## src/rtl/sseg_capture.sv

```systemverilog
// sseg_capture: recovers the four digits shown on a multiplexed, active-low
// seven-segment display by watching its cathode/anode drive lines.
//
// Each anode/cathode sample is synchronized, qualified for STABLE_CYCLES
// consecutive identical cycles, decoded and staged per digit. Once all four
// digits have been captured the staged frame is committed to the outputs.
//
// Optional feature: define SSEG_CAPTURE_HEX_EN to also decode A..F glyphs.
//
// Ports:
//   CLK      system clock
//   RST      asynchronous active-high reset
//   SSEG_CA  cathodes, active-low, [6:0]=a..g, [7]=dp
//   SSEG_AN  anodes, active-low, [0]=rightmost digit
//   numbers  committed digits, [3:0]=digit0 .. [15:12]=digit3
//   dp       committed decimal points, 1=lit
//   err      committed undecodable-digit flags
//   valid    one-cycle pulse per frame commit
//   stale    no capture for TIMEOUT_CYCLES cycles
module sseg_capture #(
  parameter int unsigned STABLE_CYCLES  = 16,
  parameter int unsigned TIMEOUT_CYCLES = 1048576
) (
  input  logic        CLK,
  input  logic        RST,
  input  logic [7:0]  SSEG_CA,
  input  logic [3:0]  SSEG_AN,
  output logic [15:0] numbers,
  output logic [3:0]  dp,
  output logic [3:0]  err,
  output logic        valid,
  output logic        stale
);

  localparam int unsigned CNT_W = 8;
  localparam int unsigned TO_W  = $clog2(TIMEOUT_CYCLES + 1);

  typedef enum logic [1:0] {IDLE = 2'd0, QUAL = 2'd1, HOLD = 2'd2} state_t;

  // Segment pattern (dp ignored) to {undecodable, nibble}
  function automatic logic [4:0] decode(input logic [6:0] seg);
    logic [4:0] r;
    r = 5'h10;
    case (seg)
      7'h40: r = 5'h00;
      7'h79: r = 5'h01;
      7'h24: r = 5'h02;
      7'h30: r = 5'h03;
      7'h19: r = 5'h04;
      7'h12: r = 5'h05;
      7'h02: r = 5'h06;
      7'h78: r = 5'h07;
      7'h00: r = 5'h08;
      7'h10: r = 5'h09;
`ifdef SSEG_CAPTURE_HEX_EN
      7'h08: r = 5'h0A;
      7'h03: r = 5'h0B;
      7'h46: r = 5'h0C;
      7'h21: r = 5'h0D;
      7'h06: r = 5'h0E;
      7'h0E: r = 5'h0F;
`endif
      default: r = 5'h10;
    endcase
    return r;
  endfunction

  logic [7:0]       ca_s1, ca_s2, ca_last;
  logic [3:0]       an_s1, an_s2, an_last;
  state_t           state;
  logic [CNT_W-1:0] stable_cnt;
  logic [3:0]       mask;
  logic [15:0]      stage_num;
  logic [3:0]       stage_dp;
  logic [3:0]       stage_err;
  logic [TO_W-1:0]  idle_cnt;

  logic       legal_c;
  logic [1:0] idx_c;
  logic       changed_c;
  logic       capture_c;
  logic [4:0] dec_c;

  // Two-flop synchronizer plus previous-sample register for change detection
  always_ff @(posedge CLK or posedge RST) begin
    if (RST) begin
      ca_s1   <= '1;
      ca_s2   <= '1;
      ca_last <= '1;
      an_s1   <= '1;
      an_s2   <= '1;
      an_last <= '1;
    end else begin
      ca_s1   <= SSEG_CA;
      ca_s2   <= ca_s1;
      ca_last <= ca_s2;
      an_s1   <= SSEG_AN;
      an_s2   <= an_s1;
      an_last <= an_s2;
    end
  end

  // Exactly one anode low selects a digit; anything else is illegal
  always_comb begin
    legal_c = 1'b1;
    idx_c   = 2'd0;
    case (an_s2)
      4'b1110: idx_c = 2'd0;
      4'b1101: idx_c = 2'd1;
      4'b1011: idx_c = 2'd2;
      4'b0111: idx_c = 2'd3;
      default: legal_c = 1'b0;
    endcase
  end

  assign changed_c = ({an_s2, ca_s2} != {an_last, ca_last});
  assign capture_c = (state == QUAL) && legal_c && !changed_c &&
                     (stable_cnt == CNT_W'(STABLE_CYCLES - 1));
  assign dec_c     = decode(ca_s2[6:0]);

  // Qualification FSM; the sample that enters QUAL counts as the first one
  always_ff @(posedge CLK or posedge RST) begin
    if (RST) begin
      state      <= IDLE;
      stable_cnt <= '0;
    end else begin
      case (state)
        IDLE: begin
          if (legal_c) begin
            state      <= QUAL;
            stable_cnt <= CNT_W'(1);
          end
        end
        QUAL: begin
          if (!legal_c) begin
            state      <= IDLE;
            stable_cnt <= '0;
          end else if (changed_c) begin
            stable_cnt <= CNT_W'(1);
          end else if (capture_c) begin
            state      <= HOLD;
            stable_cnt <= '0;
          end else begin
            stable_cnt <= stable_cnt + CNT_W'(1);
          end
        end
        HOLD: begin
          if (changed_c) begin
            state      <= legal_c ? QUAL : IDLE;
            stable_cnt <= legal_c ? CNT_W'(1) : '0;
          end
        end
        default: begin
          state      <= IDLE;
          stable_cnt <= '0;
        end
      endcase
    end
  end

  // Staging, capture mask and frame commit (commit uses pre-capture staging)
  always_ff @(posedge CLK or posedge RST) begin
    if (RST) begin
      stage_num <= '0;
      stage_dp  <= '0;
      stage_err <= '0;
      mask      <= '0;
      numbers   <= '0;
      dp        <= '0;
      err       <= '0;
      valid     <= 1'b0;
    end else begin
      valid <= (mask == 4'hF);
      if (mask == 4'hF) begin
        numbers <= stage_num;
        dp      <= stage_dp;
        err     <= stage_err;
      end
      if (capture_c) begin
        stage_num[{idx_c, 2'b00} +: 4] <= dec_c[3:0];
        stage_dp[idx_c]                <= ~ca_s2[7];
        stage_err[idx_c]               <= dec_c[4];
      end
      mask <= ((mask == 4'hF) ? 4'h0 : mask) |
              (capture_c ? (4'b0001 << idx_c) : 4'h0);
    end
  end

  // Saturating cycles-since-capture counter driving stale
  always_ff @(posedge CLK or posedge RST) begin
    if (RST) begin
      idle_cnt <= '0;
      stale    <= 1'b0;
    end else if (capture_c) begin
      idle_cnt <= '0;
      stale    <= 1'b0;
    end else if (idle_cnt != TO_W'(TIMEOUT_CYCLES)) begin
      idle_cnt <= idle_cnt + TO_W'(1);
      stale    <= (idle_cnt == TO_W'(TIMEOUT_CYCLES - 1));
    end
  end

endmodule

```

## config.mk

```make
export PLATFORM = sky130hd
export DESIGN_NAME = sseg_capture
export DESIGN_NICKNAME = d
export VERILOG_FILES = /design/src/rtl/sseg_capture.sv
export SDC_FILE = /design/constraint.sdc
export NUM_CORES = 1
export LEC_CHECK = 0
export CORE_ASPECT_RATIO = 0.6
export CORE_UTILIZATION = 48
export CTS_BUF_LIST = sky130_fd_sc_hd__clkbuf_4 sky130_fd_sc_hd__clkbuf_8
export CTS_CLUSTER_DIAMETER = 100
export DETAILED_ROUTE_END_ITERATION = 10
export MAX_ROUTING_LAYER = met4
export PLACE_DENSITY = 0.65
export SYNTH_ARGS = -nofsm -noshare
export SYNTH_HDL_FRONTEND = slang
export SYNTH_SLANG_ARGS = --single-unit
```

## constraint.sdc

```tcl
create_clock -name CLK -period 3.8 [get_ports CLK]
set_input_delay 0.38 -clock CLK [delete_from_list [all_inputs] [get_ports CLK]]
set_output_delay 0.38 -clock CLK [all_outputs]
set_load 0.02 [all_outputs]
```

==> results.md <==
- The synthesized netlist net count is 488.
- The leakage power is 0.00291 µW.
- The starting DRC count in detailed routing is 220.
- The cell total after placement is 633.
- The run finished with clean final reports.
- The final routed wirelength across all metal layers is 10,300 µm.
- Yosys mapped a number of flops with a built-in enable equal to 0.
- After detailed routing, the number of vias per cell comes to 5.25.
- The max-slew violation count is 0.
- On the final layout, the worst hold slack is 344 ps.
- On the final layout, the worst clock skew is 14.9 ps.
- From left edge to right edge, the die measures 139 µm.
- The clock tree from TritonCTS is yes.
- Dividing total power by cell area gives a power density of 440 nW/µm².
- The count of buffers from port buffering is 39.
- In this design, the stage delay of the slowest critical-path cell is 680 ps.
- The signal on the critical path passes through xnor2_1 > nand4_4 > nor4_4 > and2_2 > nor2_1.
- The area share of the leading cell type in the synthesized netlist is 0.395.
- The post-synthesis sequential area ratio is 0.571.
- In the final layout, the share of cells above drive strength 1 is 0.202.
- Counting every instance in the synthesized netlist gives 467.
- Entering global routing, the biggest net connects 63 pins.
- The clock tree root buffer cell is clkbuf_8.
- In the final routed layout, each cell accounts on average for 15.5 µm.
- Fill cells in the final layout number 923.
- For this run, design rule violations remaining after detail routing come to 0.
- The endpoint type of the worst setup path is a flop.
- The H-tree generated during clock tree synthesis spans 4 levels.
- The end point of the critical path is idle_cnt[11].
- The flip-flop and latch count after synthesis is 121.
- Measured on the finished design, the core utilization comes to 0.589.
- In this run the cell area of the synthesized design comes to 5380 µm².
- The effective utilization at floorplan is 0.501.
- The average size of a mapped cell is 11.5 µm².
- The setup slack of the worst register-to-register path is 1330 ps.
- The minimum period implied by the final worst setup slack is 2470 ps.
- The class of the tightest hold or removal check is input port to flop.
- The top cell type by total area after synthesis is dfrtp_1.
- The category of the most critical setup path is flop to flop.
- The endpoint identified for the worst register-to-register timing path is idle_cnt[11].
- The remaining number of nets flagged by the antenna check after routing is 0.
- From synthesis to final layout, the design area changed by 17.5%.
- The initial antenna violation count is 0.
- The maximum vdd drop is 0.355 mV.
- In the post-synthesis netlist, the biggest area contributors are dfrtp_1 40%, dfstp_2 18%, nand2_1 5.9%.
- The total vias in the final route is 3,489.
- The critical path crosses 5 cells after its start point.
- The highest clock rate is 406 MHz.
- The placeable core area is 10,700 µm².
- The number of endpoints with negative hold slack in the final report came to 0.
- Setup repair after global routing left no endpoint under its margin.
- The fraction of registers with async set or reset after synthesis is 1.00.
- In the layout the commonest cells are 85 x nand2_1, 85 x dfrtp_1, 45 x nor2_1, 39 x clkdlybuf4s50_1, 36 x dfstp_2.
- The summed negative setup slack over all endpoints is 0 ps.
- The clock net sink count is 121.
- The global-route usage over all layers is 0.202.
- The total buffers and inverters traversed by the critical path is 0.
- The number of setup buffers added after CTS is 0.
- The clock latency reported for the late side of the worst-skew pair is 440 ps.
- The total of cells resized after clock tree synthesis is 0.
- 0 antenna diodes ended up in the layout.
- The first-pass GRT wire length is 17,700 µm.
- The signal arrival time at the worst endpoint is 2770 ps.
- The relative slew slack is 0.465.
- The net count of the finished layout is 534.
- The Yosys step of the flow raised 0 warnings.
- The floorplan has 29 rows.
- The share of the clock period used by the worst path after layout is 0.649.
- The floorplan step defined a die boundary enclosing 11,600 µm².
- The tool flagged a number of max-cap violations equal to 0.
- Among all flip-flop cells after synthesis, the most frequent one is dfrtp_1.
- The actual slew at the worst max-slew pin is 794 ps.
- The total overflow left after global routing is 0.
- Detailed placement ended at an HPWL of 7070 µm.
- The last weighted congestion value of the routability-driven placer is 0.813.
- The slowest stage of the critical path belongs to the cell nor4_4.
- The largest fanout of any net on the critical path is 21.
- The startpoint type of the worst setup path is a flop.
- The count of unique library cells instantiated by Yosys is 55.
- The startpoint identified for the worst register-to-register timing path is ca_s2[5].
- Counting along the longest clock path gives a buffer depth of 2.
- The non-filler instance count after layout is 665.
- The number of buffers created by CTS is 17.
- The total setup violations reported at the end of the flow is 0.
- The y dimension of the die is 84.0 µm.
- The family with the most delay on the worst path is simple AND/OR/NAND/NOR gates.
- Before antenna repair, the detailed router went through 5 iterations.
- The number of global-route vias before repair is 3,525.
- The number of cells on the worst reg-to-reg path is 5.
- Buffers inserted to repair hold after CTS numbered 0.
- The beginning of the critical path is ca_s2[5].
- The boundary pin count is 40.
- The clock-pin slew on the worst setup and hold paths is 70 ps.
- The required time at the worst-slack endpoint is 4100 ps.
per-stage QoR:
step / total power, µW / setup slack [ps] / instance area, µm²
floorplan: 1460 / 265 / 5380
global placement: 1490 / 1420 / 5870
detailed placement: 1490 / 1350 / 5870
CTS: 2810 / 1330 / 6320
global route: 2880 / 1170 / 6320
finish: 2780 / 1330 / 6320
per-layer routing:
metal  vias to the layer above  wire length (µm)  track usage
li1                       1680                 -            -
met1                      1726              5270        0.286
met2                        69              4520        0.283
met3                        14               413       0.0499
met4                         0               134       0.0707
met5                         -                 0            -
kinds of logic (layout without fill, tap and decap cells):
kind of cell / after synthesis / in the layout / synth area share
buffers and inverters: 38 / 97 / 0.0353
muxes: 26 / 26 / 0.0635
xor gates and xnor gates: 36 / 36 / 0.0733
DFF: 121 / 121 / 0.571
adders and majority gates: 7 / 7 / 0.0163
AOI/OAI and AO/OA: 38 / 38 / 0.0493
and+or+nand+nor: 201 / 201 / 0.191
cell usage after synthesis (2+ instances only):
cell       number
xor2_1         14
o2111ai_1       4
nand4_1        10
clkbuf_1        6
xnor2_2         3
nor4_1          7
nand2_1        85
ha_1            7
mux2_1          5
nor2_1         45
buf_6           5
dfstp_2        36
o211a_1         2
mux2i_1         6
mux2_4         15
buf_2           2
nor2b_1         2
nor4_4          2
xnor2_4         3
dfrtp_1        85
buf_4           2
a21boi_0        2
nand3_1        15
xnor2_1        16
nor3_1          9
inv_1          23
o31a_1          2
a31oi_1         5
nor4b_1         4
nand3_4         4
o21ai_0        11
o22ai_1         3
and3_1          5
flip-flops by register name, indices dropped and copies added, names as in the netlist:
register    cells
ca_s2           8
stage_dp        4
dp              4
stage_num      16
ca_s1           8
an_last         4
an_s1           4
stable_cnt      8
mask            4
stage_err       4
state           2
idle_cnt       21
stale           1
ca_last         8
err             4
an_s2           4
valid           1
numbers        16
cell type report:
class | count | area [µm²] | area share
sequential | 121 | 3070 | 0.486
clock inverter | 14 | 209 | 0.0330
timing repair buffer | 42 | 413 | 0.0653
inverter | 23 | 88.8 | 0.0141
clock buffer | 18 | 248 | 0.0392
tap | 139 | 174 | 0.0275
multi-input combinational | 308 | 2120 | 0.335
worst register-to-register path, stage by stage, from the launching register on:
cell,delay [ps]
dfstp_2,660
xnor2_1,200
nand4_4,160
nor4_4,680
and2_2,530
nor2_1,110
worst min-delay path by stage:
stage | end | depth (start not counted) | slack (ps) | start
floorplan | an_s2[0] | 0 | 350 | an_s1[0]
global placement | ca_s2[4] | 0 | 350 | ca_s1[4]
detailed placement | ca_s2[1] | 0 | 350 | ca_s1[1]
CTS | ca_s1[7] | 1 | 320 | SSEG_CA[7]
global route | ca_s1[1] | 1 | 320 | SSEG_CA[1]
finish | ca_s1[1] | 1 | 340 | SSEG_CA[1]
power by group:
group | switching [µW] | internal, µW
clock network | 568 | 750
registers | 31.5 | 1330
logic | 62.5 | 46.7
total | 662 | 2120
Note: power is estimated with default switching activity, not from simulation.
